### config.mk
export PLATFORM = sky130hd
export DESIGN_NAME = hostctrl_wb_loader
export DESIGN_NICKNAME = d
export VERILOG_FILES = /design/src/rtl/hostctrl_pkg.sv /design/src/rtl/hostctrl_byte_asm.sv /design/src/rtl/hostctrl_wb_loader.sv
export SDC_FILE = /design/constraint.sdc
export NUM_CORES = 1
export LEC_CHECK = 0
export CAP_MARGIN = 5
export CELL_PAD_IN_SITES_DETAIL_PLACEMENT = 0
export CELL_PAD_IN_SITES_GLOBAL_PLACEMENT = 1
export CORE_MARGIN = 1
export CORE_UTILIZATION = 40
export DETAILED_ROUTE_END_ITERATION = 8
export HOLD_SLACK_MARGIN = 0.02
export PLACE_DENSITY_LB_ADDON = 0.25
export REMOVE_ABC_BUFFERS = 1
export SLEW_MARGIN = 20
export SYNTH_ARGS = -nofsm -noshare
export SYNTH_HDL_FRONTEND = slang
export SYNTH_SLANG_ARGS = --single-unit
### constraint.sdc
create_clock -name wb_clk_i -period 5.65 [get_ports wb_clk_i]
set_input_delay 1.4125 -clock wb_clk_i [delete_from_list [all_inputs] [get_ports wb_clk_i]]
set_output_delay 1.4125 -clock wb_clk_i [all_outputs]
set_load 0.05 [all_outputs]
### src/rtl/hostctrl_pkg.sv
// Shared types and constants for the host-controller Wishbone loader.
// Latency: n/a (declarations only).
// Backpressure: n/a.
package hostctrl_pkg;

    typedef enum logic [2:0] {
        ST_RX       = 3'd0,
        ST_RELEASE  = 3'd1,
        ST_WB       = 3'd2,
        ST_COMMIT   = 3'd3,
        ST_FINISHED = 3'd4
    } state_t;

    // A record is 4 address bytes followed by 4 data bytes, LSB first.
    localparam int         BYTES_PER_REC = 8;
    localparam logic [2:0] LAST_IDX      = 3'(BYTES_PER_REC - 1);

    localparam logic [2:0] CTI_CLASSIC = 3'b000;
    localparam logic [1:0] BTE_LINEAR  = 2'b00;
    localparam logic [3:0] SEL_WORD    = 4'hF;

endpackage

### src/rtl/hostctrl_byte_asm.sv
// Assembles host bytes into a 32-bit address word and a 32-bit data word.
// Latency: a written byte is visible on the outputs one edge after i_wr.
// Backpressure: none; the caller strobes i_wr once per accepted byte.
module hostctrl_byte_asm (
    input  logic        i_clk,
    input  logic        i_rst,
    input  logic        i_clr,
    input  logic        i_wr,
    input  logic [2:0]  i_idx,
    input  logic [7:0]  i_byte,
    output logic [31:0] o_addr,
    output logic [31:0] o_data
);

    logic [31:0] r_addr;
    logic [31:0] r_data;

    // Index bit 2 selects address (0..3) or data (4..7); low bits pick the byte lane.
    always_ff @(posedge i_clk) begin
        if (i_rst || i_clr) begin
            r_addr <= '0;
            r_data <= '0;
        end else if (i_wr) begin
            if (!i_idx[2]) begin
                r_addr[{i_idx[1:0], 3'b000} +: 8] <= i_byte;
            end else begin
                r_data[{i_idx[1:0], 3'b000} +: 8] <= i_byte;
            end
        end
    end

    assign o_addr = r_addr;
    assign o_data = r_data;

endmodule

### src/rtl/hostctrl_wb_loader.sv
// Loads host byte records into memory as classic Wishbone single writes; holds CPU in reset until done.
// Latency: ack_data one edge after valid sampled; cyc one edge after 8th valid falls; ack two edges after wb_ack.
// Backpressure: four-phase per byte (ack_data held until valid drops); no new byte accepted until record commits.
module hostctrl_wb_loader
    import hostctrl_pkg::*;
#(
    parameter int TIMEOUT = 256,
    parameter int CNT_W   = 32
) (
    input  logic             wb_clk_i,
    input  logic             wb_rst_i,
    input  logic [7:0]       hostctrl_data_i,
    input  logic             hostctrl_valid_i,
    input  logic             hostctrl_done_i,
    output logic             hostctrl_ack_data_o,
    output logic             hostctrl_ack_o,
    output logic [31:0]      wb_adr_o,
    output logic [31:0]      wb_dat_o,
    output logic [3:0]       wb_sel_o,
    output logic             wb_we_o,
    output logic             wb_cyc_o,
    output logic             wb_stb_o,
    output logic [2:0]       wb_cti_o,
    output logic [1:0]       wb_bte_o,
    input  logic [31:0]      wb_dat_i,
    input  logic             wb_ack_i,
    input  logic             wb_err_i,
    output logic             loading_o,
    output logic             err_o,
    output logic [CNT_W-1:0] words_o
);

    localparam int             TO_W    = (TIMEOUT > 1) ? $clog2(TIMEOUT) : 1;
    localparam logic [TO_W-1:0] TO_LAST = TO_W'(TIMEOUT - 1);

    state_t           r_state, w_state_nxt;
    logic [2:0]       r_idx, w_idx_nxt;
    logic             r_ack_data, w_ack_data_nxt;
    logic             r_ack, w_ack_nxt;
    logic             r_cyc, w_cyc_nxt;
    logic [31:0]      r_adr, w_adr_nxt;
    logic [31:0]      r_dat, w_dat_nxt;
    logic [3:0]       r_sel, w_sel_nxt;
    logic             r_loading, w_loading_nxt;
    logic             r_err, w_err_nxt;
    logic [CNT_W-1:0] r_words, w_words_nxt;
    logic [TO_W-1:0]  r_to_cnt, w_to_cnt_nxt;

    logic             w_asm_wr;
    logic             w_asm_clr;
    logic [31:0]      w_addr;
    logic [31:0]      w_data;
    logic             w_unused;

    // Read data is never consumed by a write-only master.
    assign w_unused = ^wb_dat_i;

    hostctrl_byte_asm u_byte_asm (
        .i_clk  (wb_clk_i),
        .i_rst  (wb_rst_i),
        .i_clr  (w_asm_clr),
        .i_wr   (w_asm_wr),
        .i_idx  (r_idx),
        .i_byte (hostctrl_data_i),
        .o_addr (w_addr),
        .o_data (w_data)
    );

    // State and all registered outputs; reset aborts any bus cycle in flight.
    always_ff @(posedge wb_clk_i) begin
        if (wb_rst_i) begin
            r_state    <= ST_RX;
            r_idx      <= '0;
            r_ack_data <= 1'b0;
            r_ack      <= 1'b0;
            r_cyc      <= 1'b0;
            r_adr      <= '0;
            r_dat      <= '0;
            r_sel      <= '0;
            r_loading  <= 1'b1;
            r_err      <= 1'b0;
            r_words    <= '0;
            r_to_cnt   <= '0;
        end else begin
            r_state    <= w_state_nxt;
            r_idx      <= w_idx_nxt;
            r_ack_data <= w_ack_data_nxt;
            r_ack      <= w_ack_nxt;
            r_cyc      <= w_cyc_nxt;
            r_adr      <= w_adr_nxt;
            r_dat      <= w_dat_nxt;
            r_sel      <= w_sel_nxt;
            r_loading  <= w_loading_nxt;
            r_err      <= w_err_nxt;
            r_words    <= w_words_nxt;
            r_to_cnt   <= w_to_cnt_nxt;
        end
    end

    // Next-state and next-output decode; everything holds unless a state says otherwise.
    always_comb begin
        w_state_nxt    = r_state;
        w_idx_nxt      = r_idx;
        w_ack_data_nxt = r_ack_data;
        w_ack_nxt      = r_ack;
        w_cyc_nxt      = r_cyc;
        w_adr_nxt      = r_adr;
        w_dat_nxt      = r_dat;
        w_sel_nxt      = r_sel;
        w_loading_nxt  = r_loading;
        w_err_nxt      = r_err;
        w_words_nxt    = r_words;
        w_to_cnt_nxt   = r_to_cnt;
        w_asm_wr       = 1'b0;
        w_asm_clr      = 1'b0;

        case (r_state)
            ST_RX: begin
                // Done beats valid; a partial record is simply thrown away.
                if (hostctrl_done_i) begin
                    w_state_nxt    = ST_FINISHED;
                    w_asm_clr      = 1'b1;
                    w_idx_nxt      = '0;
                    w_ack_nxt      = 1'b0;
                    w_ack_data_nxt = 1'b0;
                    w_loading_nxt  = 1'b0;
                end else if (hostctrl_valid_i) begin
                    w_asm_wr       = 1'b1;
                    w_ack_data_nxt = 1'b1;
                    w_ack_nxt      = 1'b0;
                    w_state_nxt    = ST_RELEASE;
                end
            end
            ST_RELEASE: begin
                // Wait for the host to drop valid so a long valid is one byte.
                if (!hostctrl_valid_i) begin
                    w_ack_data_nxt = 1'b0;
                    if (r_idx == LAST_IDX) begin
                        w_idx_nxt    = '0;
                        w_state_nxt  = ST_WB;
                        w_cyc_nxt    = 1'b1;
                        w_adr_nxt    = {w_addr[31:2], 2'b00};
                        w_dat_nxt    = w_data;
                        w_sel_nxt    = SEL_WORD;
                        w_to_cnt_nxt = '0;
                    end else begin
                        w_idx_nxt   = r_idx + 3'd1;
                        w_state_nxt = ST_RX;
                    end
                end
            end
            ST_WB: begin
                if (wb_err_i || wb_ack_i || (r_to_cnt == TO_LAST)) begin
                    w_cyc_nxt   = 1'b0;
                    w_sel_nxt   = '0;
                    w_state_nxt = ST_COMMIT;
                    // Error if the slave flagged one, or if we left without an ack.
                    if (wb_err_i || !wb_ack_i) begin
                        w_err_nxt = 1'b1;
                    end
                end else begin
                    w_to_cnt_nxt = r_to_cnt + TO_W'(1);
                end
            end
            ST_COMMIT: begin
                // Acknowledge even after an error so the host can always proceed.
                w_ack_nxt   = 1'b1;
                w_words_nxt = r_words + CNT_W'(1);
                w_state_nxt = ST_RX;
            end
            ST_FINISHED: begin
                w_loading_nxt  = 1'b0;
                w_ack_nxt      = 1'b0;
                w_ack_data_nxt = 1'b0;
            end
            default: begin
                w_state_nxt = ST_RX;
            end
        endcase
    end

    assign hostctrl_ack_data_o = r_ack_data;
    assign hostctrl_ack_o      = r_ack;
    assign wb_adr_o            = r_adr;
    assign wb_dat_o            = r_dat;
    assign wb_sel_o            = r_sel;
    assign wb_cyc_o            = r_cyc;
    assign wb_stb_o            = r_cyc;
    assign wb_we_o             = r_cyc;
    assign wb_cti_o            = CTI_CLASSIC;
    assign wb_bte_o            = BTE_LINEAR;
    assign loading_o           = r_loading;
    assign err_o               = r_err;
    assign words_o             = r_words;

endmodule
# Word level (Yosys, flattened, before mapping)
# Cells that the tools add are included.
# totals
reg_bits,181
input_bits,46
out_inout_bits,112
wordCells,95
# op_classes
n_addsub,4
eq_ne,12
shift,2
muxes,38
bitwise,3
reduce_logical,22
# ops
cell,n
$bwmux 32,2
$add 32x1->32 const B,1
$shift 8x7->32 const A,1
$shiftx 8x7->32,1
$mux 8,3
$mux 3,7
$pmux 8 s2,1
$mux 1,14
$mux 4,3
$pmux 3 s4,1
$reduce_and 3->1,4
$reduce_and 4->1,3
$ne 2x2->1 const B,5
$add 8x1->8 const B,1
$eq 8x8->1 const B,1
$pmux 4 s2,1
$reduce_and 2->1,4
$neg 5->7,1
$eq 3x2->1 const B,2
$eq 3x3->1 const B,2
$pmux 1 s3,2
$pmux 3 s2,1
$reduce_bool 2->1,3
$reduce_bool 3->1,2
9 further kinds,15

# Logic depth before layout (Yosys ltp)
# Gate-level depths: netlist of the first run.
# logic_depth
word_depth,4
ltp_mapped,7
ltp_nobuf,6

# By module
# A second synthesis of the first run with hierarchy kept.
# unflattened
hier_cells,878
area_unflattened_um2,7230.7
# modules_own_cells
module,n_inst,cells_each,area_per_inst_um2,seq_area_each_um2
hostctrl_wb_loader,1,577,4643.2,2262.2
hostctrl_byte_asm,1,301,2587.5,1281.2

# Worst setup path before layout of the first run
# OpenSTA, ideal clock, no wires.
# synth_timing
path_type,input-to-reg
from,input port hostctrl_done_i
to,"register u_byte_asm.r_addr[2], in the netlist u_byte_asm.o_addr[2]"
setup_time_ps,128
t_arrival_ps,2522
required_ps,5522
setup_slack_ps,3001
stages,5
n_path_buf,1
path_cell_list,nor4_1 > buf_2 > nand4b_1 > mux2i_1 > nor2_1
# synth_between
elab_chain_len,3
word_cells_on_any_way,6
classes_between,mux: 4; reduce/logical: 2
# synth_rtl
item,line_no,source
from (decl),hostctrl_wb_loader.sv:14,"input logic hostctrl_done_i,"
$mux 1,hostctrl_wb_loader.sv:120,if (hostctrl_done_i) begin
$mux 1,hostctrl_wb_loader.sv:117,case (r_state)
$reduce_and 2->1 (no line) or $logic_or 1x1->1 (tied branches),--,
"to (signal, indexed assignment)",hostctrl_byte_asm.sv:25,"r_addr[{i_idx[1:0], 3'b000} +: 8] <= i_byte;"
to (decl),hostctrl_byte_asm.sv:15,logic [31:0] r_addr;
# Several ways; a longest one is shown, not always the timed one.
# A chain may end at the register's enable or synchronous reset.

# Worst setup path after layout of the first run
# layout_timing
from,input port hostctrl_valid_i
to,"register r_adr[13], in the netlist wb_adr_o[13]"
# layout_between
elab_chain_len,2
# layout_rtl
item,line_no,source
from (decl),hostctrl_wb_loader.sv:13,"input logic hostctrl_valid_i,"
$not 1->1 (no line),--,
$reduce_and 3->1 (no line),--,
to (signal assigned),hostctrl_wb_loader.sv:90,r_adr <= w_adr_nxt;
to (decl),hostctrl_wb_loader.sv:41,"logic [31:0] r_adr, w_adr_nxt;"
# Every way passes these cells.

==> out/summary.txt, run 1 <==
Startpoint Class = input port
Commonest cells after routing, fill and taps aside = nand2_1, dfxtp_1, a21oi_1
Slew of the pin with the lowest slew margin = 0.9653 ns
Detailed Route Iter0 Violations = 387
Crit. End Element = register
Crit Path Max Fanout = 28
Core area = 0.01730 mm2
Hold Crit Endpoint = wb_dat_o[23]
Hold depth = 2
Max-Slew Margin vs Limit = 35.65%
Residual DRC count = 0
Status = completed
Worst path bufs/invs = 3
Fmax = 307.8 MHz
Final Max Slew Viols = 0
Most common cell after layout, fill and taps aside = nand2_1
Yosys reg bits = 175
CTS tree = done
Final ANT Viol Nets = 0
Met1 wire length = 8.465 mm
Crit path max-delay family = buffers and inverters
Metal3 WL = 709 um
Number of flops mapped to enable cells by yosys = 0
Fraction of layout cells with a size suffix above 1 = 4.995%
R2r worst-path depth = 6
Final Critical Period = 3.249 ns
P_leak = 0.002826 uW
Hold WC Path Type = reg2reg
Post-CTS setup buffers = 0
CP cell instances = clkdlybuf4s50_1, buf_4, nand4b_1, buf_4, nand2_1, a21oi_1
Grt ovf = 0
Crit path required time = 5.93 ns
Hold_buf cts = 0
Post-synthesis cell count = 871
Final Cycle Share = 57.50%
Die area = 0.01826 mm2
Hold Path Origin = wb_dat_o[23]
Reg area = 0.003503 mm2
Reg-to-Reg End = wb_adr_o[13]
Sinks on Clock Net = 175
FILL cells = 1758
Cts repair resizes = 0
Num CTS Buffers = 17
Number of global-route vias before repair = 5435
Met2 WL = 7.839 mm
DR pass1 iterations = 7
Final Power = 2510 uW
Worst skew pair latency = 0.43 ns
Maximum VDD drop = 0.2353 mV
Std cell rows = 48
# nets final = 1002
Mean Syn Cell Area = 8.141 um2
MaxCap Viol Count = 0
Pwr per Cell Area = 282.0 mW/mm2
Post-Syn Area = 0.007091 mm2
Highest routed metal layer = met4
Register area share after synthesis = 49.41%
Synth cell types = 44
Slowest CP cell = nand4b_1
HPWL after DPL = 11.12 mm
Clock slew seen by the registers of the worst setup and hold paths = 0.07 ns
Largest net degree at the start of global routing = 64
Worst R2R Setup Slack = 2.94 ns
IO Port Bufs = 118
Die height = 135.1 um
Post-Route WL = 17.25 mm
Global Route Usage Sum = 19.33%
Inst Count DP = 1154
FFs w/ async S/R, synth = 0%
# H-tree levels = 4
Via count = 6183
Clock skew = 0.01026 ns
Avg WL per Cell = 14.55 um
FF-to-FF Start = r_idx[0]
Most used cell, CP = buf_4
Antenna violations before repair = 0
First-pass GRT wire length = 28.01 mm
Largest stage delay, worst path = 0.79 ns
Drt via density = 5.213
Synth top area share = 49.41%
Multi-input logic area = 0.003228 mm2
Horiz. Die Dim = 135.1 um
Starting Density = 40.99%
Top cells by area, synth = dfxtp_1, nand2_1, a21oi_1, nand3_1, nand4_1
Setup CP Type = in2reg
Total negative slack = 0 ns
Max Root-Sink Buffers = 2
Fin. Hold Viols = 0
CP arrival = 3.53 ns
Area Overhead vs Synth = 25.52%
GP Congestion = 0.7674
Antenna cell count = 0
Final setup fails = 0
Final cell count without fillers = 1186
Top cell type by total area after synthesis = dfxtp_1
Top Ports = 158
Main synth FF type = dfxtp_1
Yosys warns = 0
Root buf cell = clkbuf_16
RSZ-0062 raised after global routing = false
[through the flow]
step	util, %	area, um2	setup WS [ns]	hold slack [ns]
2_1_floorplan	-	6761	1.702	0.4255
3_3_place_gp	48.01	8304	1.952	0.4343
3_5_place_dp	48.01	8304	1.946	0.4445
4_1_cts	51.45	8900	2.393	0.4536
5_1_grt	51.45	8900	2.239	0.4665
6_report	51.45	8900	2.401	0.4518
[per-layer routing]
metal	up-vias	track usage, %
met5	-	0
met4	0	6.742
met3	14	3.442
met2	132	29.49
met1	2856	27.32
li1	3181	-
[tightest hold or removal path, stage by stage, from the launching register on]
cell and delay [ns]:
dfxtp_1 0.31, nand2_1 0.05, a21oi_1 0.05
[power by group]
| part | leakage (uW) | total, uW | internal, uW | switching (uW) |
|---|---|---|---|---|
| clock | 0.000287 | 1180 | 673 | 506 |
| combinational | 0.00113 | 88.6 | 23.1 | 65.5 |
| sequential | 0.00141 | 1240 | 1240 | 5.10 |
| total | 0.00283 | 2510 | 1930 | 577 |
[state kept, by name (all words and copies together) (netlist names)]
register             cells
r_state                  3
loading_o                1
u_byte_asm.o_data       32
r_to_cnt                 8
hostctrl_ack_data_o      1
words_o                 32
wb_adr_o                30
r_idx                    3
wb_sel_o                 1
u_byte_asm.o_addr       30
wb_dat_o                32
err_o                    1
hostctrl_ack_o           1
[synthesized netlist by cell type, drive strengths merged (5+ instances only)]
library cell,n
and2,6
a21oi,148
o21ai,11
o31ai,16
xnor2,9
nand2,201
dfxtp,175
nor3,6
or3,8
nor4,5
or4,18
buf,26
nor2,32
mux2i,8
nand3,50
nand4b,6
nand4,31
clkbuf,50
a31oi,9
and3,5
and4,5
ha,8
inv,10
[kinds of logic after synthesis]
group | Yosys count | synth area share [%]
fa+ha+maj | 8 | 1.412
simple gates | 387 | 26.15
xor+xnor | 10 | 1.235
mux | 8 | 1.129
other cells | 1 | 0.05289
flops | 175 | 49.41
compound gates | 196 | 15.12
buf+inv | 86 | 5.488
[layout make-up]
type	instances	area share (%)
timing repair buffer	128	14.09
tap	225	3.163
inverter	10	0.4218
clock inverter	13	1.715
clock buffer	19	4.977
sequential	175	39.36
multi-input combinational	616	36.27
[worst max path at each step]
stage | from | endpoint | cells after the start
6_report | hostctrl_valid_i | wb_adr_o[13] | 6
3_5_place_dp | hostctrl_valid_i | wb_adr_o[13] | 6
3_3_place_gp | hostctrl_valid_i | wb_adr_o[28] | 6
4_1_cts | hostctrl_valid_i | wb_adr_o[13] | 6
2_1_floorplan | wb_sel_o[2] | wb_cyc_o | 0
5_1_grt | hostctrl_valid_i | wb_dat_o[22] | 6
No activity file was read; power rests on OpenSTA's default activity.
==> run 2: changes to the inputs <==
CORE_UTILIZATION = 37   (was 40)
clock period = 3.4 ns   (was 5.65 ns; I/O delays follow)
==> run 2 against run 1 <==
Power is 64% higher. Core utilization shrank 3.7 points. Clock skew decreased by 0.0010 ns. Highest routed layer unchanged. Worst hold slack worse by 0.00050 ns. Clock power rose by 60%. Worst setup slack worse by 1.6 ns. Critical path depth shrank 5. Die area rose by 8.0%.
==> out/summary.txt, run 2 (synthesis gave the netlist of run 1 again) <==
Setup CP Type = reg2out
Core area = 0.01877 mm2
Die height = 140.4 um
FF-to-FF Start = r_state[1]
DR pass1 iterations = 5
Most common cell after layout, fill and taps aside = nand2_1
MaxCap Viol Count = 0
Hold Path Origin = wb_dat_o[19]
Via count = 6209
Antenna violations before repair = 0
Total negative slack = 0 ns
Crit path required time = 2.55 ns
Worst path bufs/invs = 1
CP cell instances = clkdlybuf4s50_1
Commonest cells after routing, fill and taps aside = nand2_1, dfxtp_1, a21oi_1
Crit. End Element = output port
Final ANT Viol Nets = 0
Hold WC Path Type = reg2reg
Cts repair resizes = 0
Die area = 0.01972 mm2
Placed instance area = 0.008393 mm2
RSZ-0062 raised after global routing = false
Starting Density = 37.78%
Fmax = 386.3 MHz
Worst setup path start = words_o[9]
Startpoint Class = register
Top Ports = 158
FILL cells = 1912
Sinks on Clock Net = 175
Post-route cell area = 0.008961 mm2
Reg-to-Reg End = words_o[28]
R2r worst-path depth = 4
Final setup margin = 0.8111 ns
Antenna cell count = 0
Horiz. Die Dim = 140.4 um
Residual DRC count = 0
Fin util = 47.75%
Std cell rows = 50
Crit path max-delay family = buffers and inverters
Detailed Route Iter0 Violations = 359
Fin. Hold Viols = 0
Drt via density = 5.170
Num CTS Buffers = 17
Final Cycle Share = 76.14%
Hold depth = 2
Clock slew seen by the registers of the worst setup and hold paths = 0.06 ns
IO Port Bufs = 118
Root buf cell = clkbuf_16
Avg WL per Cell = 14.87 um
Final Critical Period = 2.589 ns
Post-Route WL = 17.86 mm
Fraction of layout cells with a size suffix above 1 = 5.584%
Max-Slew Margin vs Limit = 50.65%
Worst skew pair latency = 0.43 ns
Clock skew = 0.009248 ns
Maximum VDD drop = 0.3430 mV
# nets final = 1009
Final Max Slew Viols = 0
Final setup fails = 0
Pwr per Cell Area = 459.0 mW/mm2
P_leak = 0.002855 uW
Number of global-route vias before repair = 5572
Crit Path Max Fanout = 6
Grt ovf = 0
# H-tree levels = 4
Slew of the pin with the lowest slew margin = 0.7403 ns
Post-CTS setup buffers = 0
Max Root-Sink Buffers = 2
Area Overhead vs Synth = 26.38%
Global Route Usage Sum = 18.48%
Hold_buf cts = 0
First-pass GRT wire length = 29.02 mm
Status = completed
Hold Crit Endpoint = wb_dat_o[19]
Worst R2R Setup Slack = 0.92 ns
Largest net degree at the start of global routing = 83
Place WS = 0.6008 ns
HPWL after DPL = 11.53 mm
CP arrival = 1.74 ns
GP Congestion = 0.7418
Slowest CP cell = clkdlybuf4s50_1
Min Hold Slack = 0.4513 ns
Largest stage delay, worst path = 0.86 ns
CTS tree = done
run 2: power by group:
group / switching (uW) / internal, uW / total (uW)
Clock: 850 / 1040 / 1890
Sequential: 6.84 / 2050 / 2060
Combinational: 115 / 43.2 / 158
run 2: how the worst max path moves through the flow:
stage                                 end  slack (ns)  depth (start not counted)
floorplan                        wb_cyc_o        0.01                          0
global placement     u_byte_asm.o_data[0]        0.65                          7
detailed placement  u_byte_asm.o_data[28]        0.60                          7
CTS                            words_o[9]        0.79                          1
global route                  words_o[30]        0.72                          4
finish                         words_o[9]        0.81                          1
run 2: final cells by class:
cell class | count | area [um2] | area share, %
clock inverter | 12 | 125.1 | 1.396
tap | 234 | 292.8 | 3.267
sequential | 175 | 3503 | 39.10
multi-input combinational | 616 | 3228 | 36.02
clock buffer | 19 | 442.9 | 4.943
timing repair buffer | 135 | 1331 | 14.86
inverter | 10 | 37.54 | 0.4189
run 2: metrics by stage:
stage                     instances  total power [uW]
after CTS                      1201              4166
after detailed placement       1170              2268
after global routing           1201              4258
final                          1201              4113
after floorplan                 801              2176
after global placement         1170              2268
run 2: tightest hold or removal path, cell delays in order, from the launching register on:
cell and delay, ns:
dfxtp_1 0.31, nand2_1 0.05, a21oi_1 0.05
run 2: layer usage:
metal	vias to the layer above	global-route usage [%]	share of wire [%]
li1	3199	-	-
met1	2884	25.81	51
met2	113	28.05	44
met3	13	4.239	3.7
met4	0	5.957	1.1
met5	-	0	0
